<file path="src/rtl/i2s_pkg.sv">
// i2s_pkg: shared widths and the stereo sample payload for the I2S transmit path.
//   I2S_FRAME_BITS  - bits per stereo frame word (L + R)
//   I2S_SAMPLE_BITS - bits per channel sample
//   I2S_VOL_BITS    - width of the volume control
//   i2s_sample_t    - packed {l, r} signed sample pair, l in the upper half
package i2s_pkg;

    localparam int unsigned I2S_FRAME_BITS  = 32;
    localparam int unsigned I2S_SAMPLE_BITS = 16;
    localparam int unsigned I2S_VOL_BITS    = 8;

    typedef struct packed {
        logic signed [I2S_SAMPLE_BITS-1:0] l;
        logic signed [I2S_SAMPLE_BITS-1:0] r;
    } i2s_sample_t;

endpackage

</file>
<file path="src/rtl/i2s_tx_ser_if.sv">
// i2s_tx_ser_if: valid/ready sample stream into the I2S serialiser.
//   s_tdata  - {L[15:0], R[15:0]} sample word
//   s_tvalid - s_tdata is valid
//   s_tready - serialiser holding register is empty
//   master   - sample producer (fetch/DMA path)
//   slave    - the serialiser
interface i2s_tx_ser_if;
    import i2s_pkg::*;

    logic [I2S_FRAME_BITS-1:0] s_tdata;
    logic                      s_tvalid;
    logic                      s_tready;

    modport master (output s_tdata, output s_tvalid, input s_tready);
    modport slave  (input s_tdata, input s_tvalid, output s_tready);

endinterface

</file>
<file path="src/rtl/i2s_vol_scale.sv">
// i2s_vol_scale: combinational per-channel gain of (volume+1)/256.
// Only built when I2S_TX_VOLUME_EN is defined.
//   sample   - signed 16-bit input sample
//   volume   - 8-bit gain code, 255 = unity
//   scaled_c - signed 16-bit result, floor(sample * (volume+1) / 256)
`ifdef I2S_TX_VOLUME_EN
module i2s_vol_scale
    import i2s_pkg::*;
(
    input  logic signed [I2S_SAMPLE_BITS-1:0] sample,
    input  logic        [I2S_VOL_BITS-1:0]    volume,
    output logic signed [I2S_SAMPLE_BITS-1:0] scaled_c
);

    localparam int unsigned GAIN_W = I2S_VOL_BITS + 1;
    localparam int unsigned PROD_W = I2S_SAMPLE_BITS + GAIN_W;

    logic [GAIN_W-1:0] gain;

    // volume+1 needs the ninth bit so that 255 maps to a gain of exactly 256
    assign gain = {1'b0, volume} + GAIN_W'(1);

    // Signed product, arithmetic shift floors toward -inf; |result| <= |sample| so 16 bits suffice
    assign scaled_c = I2S_SAMPLE_BITS'((PROD_W'(sample) * PROD_W'($signed({1'b0, gain}))) >>> I2S_VOL_BITS);

endmodule
`endif

</file>
<file path="src/rtl/i2s_tx_ser.sv">
// i2s_tx_ser: serialises stereo 16-bit PCM words into a Philips I2S stream.
// Optional feature macro: I2S_TX_VOLUME_EN (volume scaling at accept time).
//   clk      - single clock, rising edge
//   reset    - synchronous active-high reset
//   en       - serialiser enable; deassertion parks the bit clock and frame position
//   s        - sample stream slave (s_tdata / s_tvalid / s_tready)
//   volume   - gain code sampled at accept, (volume+1)/256
//   underrun - one-cycle pulse when a frame starts with no sample held
//   i2s_bclk - bit clock, period 2*CLK_DIV clk cycles
//   i2s_wclk - word select, 0 = Left, 1 = Right
//   i2s_dout - serial data, MSB first, one bit after each word select edge
module i2s_tx_ser
    import i2s_pkg::*;
#(
    parameter int unsigned CLK_DIV = 4
)(
    input  logic                    clk,
    input  logic                    reset,
    input  logic                    en,
    i2s_tx_ser_if.slave             s,
    input  logic [I2S_VOL_BITS-1:0] volume,
    output logic                    underrun,
    output logic                    i2s_bclk,
    output logic                    i2s_wclk,
    output logic                    i2s_dout
);

    localparam int unsigned DIV_W = 8;
    localparam int unsigned POS_W = $clog2(I2S_FRAME_BITS);

    logic [DIV_W-1:0]          div_q, div_d;
    logic [POS_W-1:0]          pos_q, pos_d;
    logic                      bclk_q, bclk_d;
    logic                      wclk_q, wclk_d;
    logic                      dout_q, dout_d;
    logic [I2S_FRAME_BITS-1:0] shift_q, shift_d;
    i2s_sample_t               hold_q, hold_d;
    logic                      hold_full_q, hold_full_d;
    logic                      tready_q, tready_d;
    logic                      underrun_q, underrun_d;
    logic                      accept_c;
    i2s_sample_t               scaled_c;

    // Sample conditioning ahead of the holding register
`ifdef I2S_TX_VOLUME_EN
    logic signed [I2S_SAMPLE_BITS-1:0] scaled_l_c;
    logic signed [I2S_SAMPLE_BITS-1:0] scaled_r_c;

    i2s_vol_scale u_vol_l (
        .sample   (s.s_tdata[I2S_FRAME_BITS-1:I2S_SAMPLE_BITS]),
        .volume   (volume),
        .scaled_c (scaled_l_c)
    );

    i2s_vol_scale u_vol_r (
        .sample   (s.s_tdata[I2S_SAMPLE_BITS-1:0]),
        .volume   (volume),
        .scaled_c (scaled_r_c)
    );

    assign scaled_c = {scaled_l_c, scaled_r_c};
`else
    logic unused_volume;
    assign unused_volume = ^volume;
    assign scaled_c      = s.s_tdata;
`endif

    // Divider, frame sequencing, shifter and holding-register next state
    always_comb begin
        div_d       = div_q;
        pos_d       = pos_q;
        bclk_d      = bclk_q;
        wclk_d      = wclk_q;
        dout_d      = dout_q;
        shift_d     = shift_q;
        hold_d      = hold_q;
        hold_full_d = hold_full_q;
        underrun_d  = 1'b0;
        accept_c    = s.s_tvalid & tready_q;

        if (!en) begin
            div_d   = '0;
            pos_d   = '0;
            bclk_d  = 1'b0;
            wclk_d  = 1'b0;
            dout_d  = 1'b0;
            shift_d = '0;
        end else if (div_q == DIV_W'(CLK_DIV - 1)) begin
            div_d  = '0;
            bclk_d = ~bclk_q;
            // Everything serial moves on the falling bit-clock edge
            if (bclk_q) begin
                pos_d  = pos_q + POS_W'(1);
                wclk_d = pos_d[POS_W-1];
                // Load at p=1 so the MSB trails the word-select edge by one bit
                if (pos_d == POS_W'(1)) begin
                    if (hold_full_q) begin
                        shift_d     = hold_q;
                        hold_full_d = 1'b0;
                    end else begin
                        shift_d    = '0;
                        underrun_d = 1'b1;
                    end
                end else begin
                    shift_d = shift_q << 1;
                end
                dout_d = shift_d[I2S_FRAME_BITS-1];
            end
        end else begin
            div_d = div_q + DIV_W'(1);
        end

        // Accept only when empty, so it never collides with a load of valid data
        if (accept_c) begin
            hold_d      = scaled_c;
            hold_full_d = 1'b1;
        end

        tready_d = ~hold_full_d;
    end

    // State registers
    always_ff @(posedge clk) begin
        if (reset) begin
            div_q       <= '0;
            pos_q       <= '0;
            bclk_q      <= 1'b0;
            wclk_q      <= 1'b0;
            dout_q      <= 1'b0;
            shift_q     <= '0;
            hold_q      <= '0;
            hold_full_q <= 1'b0;
            tready_q    <= 1'b0;
            underrun_q  <= 1'b0;
        end else begin
            div_q       <= div_d;
            pos_q       <= pos_d;
            bclk_q      <= bclk_d;
            wclk_q      <= wclk_d;
            dout_q      <= dout_d;
            shift_q     <= shift_d;
            hold_q      <= hold_d;
            hold_full_q <= hold_full_d;
            tready_q    <= tready_d;
            underrun_q  <= underrun_d;
        end
    end

    assign s.s_tready = tready_q;
    assign underrun   = underrun_q;
    assign i2s_bclk   = bclk_q;
    assign i2s_wclk   = wclk_q;
    assign i2s_dout   = dout_q;

endmodule

</file>
<file path="src/flat_wrapper.sv">
// flat-port wrapper written by rule: the top's interface ports become plain ports
module i2s_tx_ser_flat import i2s_pkg::*;
#(
    parameter int unsigned CLK_DIV = 4
)
  (clk, reset, en, volume, underrun, i2s_bclk, i2s_wclk, i2s_dout, s_s_tdata, s_s_tvalid, s_s_tready);
  i2s_tx_ser_if s_i ();
  input  logic clk;
  input  logic reset;
  input  logic en;
  input  logic [I2S_VOL_BITS-1:0] volume;
  output logic underrun;
  output logic i2s_bclk;
  output logic i2s_wclk;
  output logic i2s_dout;
  input wire logic [$bits(s_i.s_tdata)-1:0] s_s_tdata;
  input wire logic [$bits(s_i.s_tvalid)-1:0] s_s_tvalid;
  output wire logic [$bits(s_i.s_tready)-1:0] s_s_tready;
  assign s_i.s_tdata = s_s_tdata;
  assign s_i.s_tvalid = s_s_tvalid;
  assign s_s_tready = s_i.s_tready;
  i2s_tx_ser #(.CLK_DIV(CLK_DIV)) u_core (.clk(clk), .reset(reset), .en(en), .s(s_i), .volume(volume), .underrun(underrun), .i2s_bclk(i2s_bclk), .i2s_wclk(i2s_wclk), .i2s_dout(i2s_dout));
endmodule
</file>
<file path="config.mk">
export PLATFORM = sky130hd
export DESIGN_NAME = i2s_tx_ser_flat
export DESIGN_NICKNAME = d
export VERILOG_FILES = /design/src/rtl/i2s_pkg.sv /design/src/rtl/i2s_tx_ser_if.sv /design/src/rtl/i2s_vol_scale.sv /design/src/rtl/i2s_tx_ser.sv /design/src/flat_wrapper.sv
export SDC_FILE = /design/constraint.sdc
export NUM_CORES = 1
export LEC_CHECK = 0
export ABC_AREA = 0
export CAP_MARGIN = 20
export CORE_MARGIN = 5
export CORE_UTILIZATION = 45
export CTS_CLUSTER_DIAMETER = 200
export CTS_CLUSTER_SIZE = 16
export DETAILED_ROUTE_END_ITERATION = 7
export DONT_BUFFER_PORTS = 1
export PLACE_DENSITY_LB_ADDON = 0.05
export SYNTH_ARGS = -nofsm -noshare
export SYNTH_HDL_FRONTEND = slang
export SYNTH_HIERARCHICAL = 1
export SYNTH_SLANG_ARGS = --single-unit
</file>
<file path="constraint.sdc">
create_clock -name clk -period 2.5 [get_ports clk]
set_input_delay 0.375 -clock clk [delete_from_list [all_inputs] [get_ports clk]]
set_output_delay 0.375 -clock clk [all_outputs]
set_load 0.02 [all_outputs]
</file>
==> results.toml <==
[power]
powerDensity_mw_per_mm2 = 664
max_vdd_drop_uv = 270
power.leakage_nw = 1.27
internal_power_mw = 1.80
net-switching-power_uw = 526
proportion_of_power_drawn_by_flip_flops_and_latches = 0.575
power.share.clock = 0.385
p_comb_frac = 0.040
switching_share = 0.226

[layout]
multiInputGateArea_mm2 = 0.00146
fillerInstances = 741
final_net_count = 439
antenna_cells_inserted = 0
final_area_mm2 = 0.00350
final_layout_size_suffix_gt1_frac = 0.0707
finalNonFillerCells = 495
register_area_mm2 = 0.00162
synthToLayoutAreaGrowth_pct = 6.79

[floorplan]
die_y_um = 95.4
core_area_mm2 = 0.00718
io_count = 49
die-width_um = 95.4
die_area_mm2 = 0.00909
std_cell_rows = 31
start_util = 0.457

[logic_synthesis]
synth.yosys.warnings = 6
ys_seq_area_frac = 0.494
yosys_top_cell_area_share = 0.494
synth_area_per_cell_um2 = 8.12
synth_area_leaders = "sky130_fd_sc_hd__dfxtp_1 49%, sky130_fd_sc_hd__nand2_1 12%, sky130_fd_sc_hd__nand3_1 9.9%"
post_synth_top_area_cell = "sky130_fd_sc_hd__dfxtp_1"
post_synth_instance_area_mm2 = 0.00328
synth.ff_latch_count = 81
netlist-cell-type-count = 32
gate_count_post_synth = 404
synth_nets = 451

[grt]
maximum_number_of_pins_on_one_net_before_global_route_repair = 63
grt_antenna_before_repair = 0
grt_pass1_vias = 2571
sum_of_overflow_across_all_layers_after_global_routing = 0
globalRouteTotalUtil = 0.161
grt_first_pass_wirelength_um = 11600

[clock_tree]
cts.reportedPaths.clkPinSlew_ps = 80
cts_hold_repair.buffers = 0
cts_buffers = 9
cts_tree = "yes"
cts_max_path_buffers = 2
postCtsResizedCells = 0
cts_root_buf = "sky130_fd_sc_hd__clkbuf_8"
post-cts-setup-buffer-count = 0
cts_sinks = 81
clk_latency_ps = 340
htree_num_levels = 3

[drt]
avgViaCountPerCell = 5.32
drt_iter0_drc = 134
detail_route.drc_violations = 0
via_count = 2633
firstDrtPassIters = 4
wl_per_cell_um = 14.0
route.antenna.remaining_nets = 0
route.final.wire_length_um = 6910

[worst_setup_path]
start_kind = "register"
arrival_ps = 2530
endpoint_kind = "register"
cp.required_ps = 2780
critical_path.max_fanout = 62
worst_path_class_setup = "reg2reg"

[timing]
max_freq_mhz = 444
fin_skew_ps = 7.54
timing.final.crit_period_ps = 2250
setup-tns-final_ps = 0
max-slew-margin-rel = 0.701
layout_worst_path_cycle_share = 0.901
rsz0062_at_grt = "false"
max_slew.worst_pin.slew_ps = 448
hold_violations_final = 0
final_setup_violation_count = 0
number_of_max_slew_violations_in_the_final_report = 0

[placed_design]
place.port_buffers = 0
placedInstanceArea_mm2 = 0.00333
dp_cells = 480
detailed_place_hpwl_um = 4260
gp_congestion = 0.775

[hold_path]
hold_path_class = "in2reg"

[run]
max_cap_viol_count = 0

[status]
status = "finished, final reports clean"
-- routing by layer --
layer,track usage,part of all wire
met1,0.218,0.51
met5,0,0
met4,0.0685,0.012
met2,0.244,0.44
met3,0.0387,0.037
-- sequential cells by signal, summed over array words and instances, names as in the netlist --
| signal | count |
|---|---|
| u_core/hold_q | 32 |
| u_core/underrun | 1 |
| u_core/i2s_dout | 1 |
| u_core/pos_q | 5 |
| u_core/hold_full_q | 1 |
| u_core/i2s_bclk | 1 |
| u_core/div_q | 8 |
| u_core/s.s_tready | 1 |
| u_core/shift_q | 31 |
-- synth_stat cells (all sizes together) --
master,instances
nand2b,1
mux2i,1
dfxtp,81
nand3,65
or4,1
or3,1
a21o,1
ha,3
or4b,1
a21oi,34
inv,3
a31o,1
nor2,20
o21ai,2
a31oi,1
and2,2
clkbuf,16
nand4,35
nor3b,1
xor2,5
nor2b,1
a21boi,1
buf,16
nor3,1
nand2,101
nor4b,1
xnor2,6
and3,2
-- critical path, stage by stage (launching register included) --
cell and delay, ps:
sky130_fd_sc_hd__dfxtp_1 350, sky130_fd_sc_hd__ha_1 220, sky130_fd_sc_hd__or4b_4 500, sky130_fd_sc_hd__nor4b_4 350, sky130_fd_sc_hd__and2_2 230, sky130_fd_sc_hd__buf_12 240, sky130_fd_sc_hd__nand4_1 140, sky130_fd_sc_hd__nand3_1 110
-- power groups by stage --
stage          registers (mW)  clock network, mW  logic (mW)
2_1_floorplan            1.36                  0      0.0793
3_3_place_gp             1.37                  0      0.0915
6_report                 1.34              0.896      0.0933
4_1_cts                  1.34              0.925      0.0942
3_5_place_dp             1.37                  0      0.0936
5_1_grt                  1.34              0.979       0.106
-- cell type report --
cell class | count | area share
flip-flops and latches | 81 | 0.463
inverters | 3 | 0.00322
well taps | 99 | 0.0354
multi-input cells | 288 | 0.418
clock inverters | 4 | 0.0129
repair buffers | 9 | 0.0300
clock buffers | 11 | 0.0375
-- per-stage QoR --
step           worst slack, ps  utilization  hold slack, ps  power (mW)
6_report                   247        0.488            94.3        2.33
5_1_grt                    101        0.488            67.0        2.43
4_1_cts                    236        0.488            74.5        2.36
3_5_place_dp               266        0.463             439        1.46
3_3_place_gp               282        0.463             433        1.46
2_1_floorplan              409            -             418        1.44
-- cells in the final DEF (no fill, tap or decap) --
cell	count
sky130_fd_sc_hd__nor2b_1	1
sky130_fd_sc_hd__nand2_1	101
sky130_fd_sc_hd__bufinv_16	1
sky130_fd_sc_hd__clkbuf_1	2
sky130_fd_sc_hd__or4_1	1
sky130_fd_sc_hd__nor3b_1	1
sky130_fd_sc_hd__a21oi_1	34
sky130_fd_sc_hd__a21boi_0	1
sky130_fd_sc_hd__nor3_1	1
sky130_fd_sc_hd__ha_1	3
sky130_fd_sc_hd__dfxtp_1	81
sky130_fd_sc_hd__buf_4	6
sky130_fd_sc_hd__o21ai_0	2
sky130_fd_sc_hd__a31o_2	1
sky130_fd_sc_hd__mux2i_1	1
sky130_fd_sc_hd__a31oi_2	1
sky130_fd_sc_hd__nor4b_4	1
sky130_fd_sc_hd__xnor2_1	6
sky130_fd_sc_hd__nand4_1	35
sky130_fd_sc_hd__buf_12	3
sky130_fd_sc_hd__nor2_2	1
sky130_fd_sc_hd__xor2_1	5
sky130_fd_sc_hd__nand3_1	65
sky130_fd_sc_hd__and2_2	1
sky130_fd_sc_hd__or3_1	1
sky130_fd_sc_hd__nand2b_1	1
sky130_fd_sc_hd__or4b_4	1
sky130_fd_sc_hd__and3_1	2
sky130_fd_sc_hd__inv_1	3
sky130_fd_sc_hd__clkinv_2	3
sky130_fd_sc_hd__and2_1	1
sky130_fd_sc_hd__a21o_1	1
sky130_fd_sc_hd__clkbuf_8	9
sky130_fd_sc_hd__nor2_1	19
-- logic make-up after synthesis --
logic type | after synthesis | synth area share
flip-flops | 81 | 0.494
adder cells (fa/ha/maj) | 3 | 0.0114
AO/OA/AOI/OAI | 40 | 0.0641
multiplexers | 1 | 0.00305
buffers and inverters | 35 | 0.0622
XOR/XNOR | 11 | 0.0294
AND/OR/NAND/NOR | 233 | 0.335
-- path summary, 6_finish.rpt --
check	start	to	slack [ps]	depth (start not counted)
setup / recovery	u_core/div_q[0]	u_core/shift_q[20]	250	7
hold / removal	reset	u_core/hold_q[14]	90	1
setup reg to reg	u_core/div_q[0]	u_core/shift_q[20]	250	7
hold reg to reg	u_core/div_q[0]	u_core/div_q[0]	450	1
Note: power is estimated with default switching activity, not from simulation.
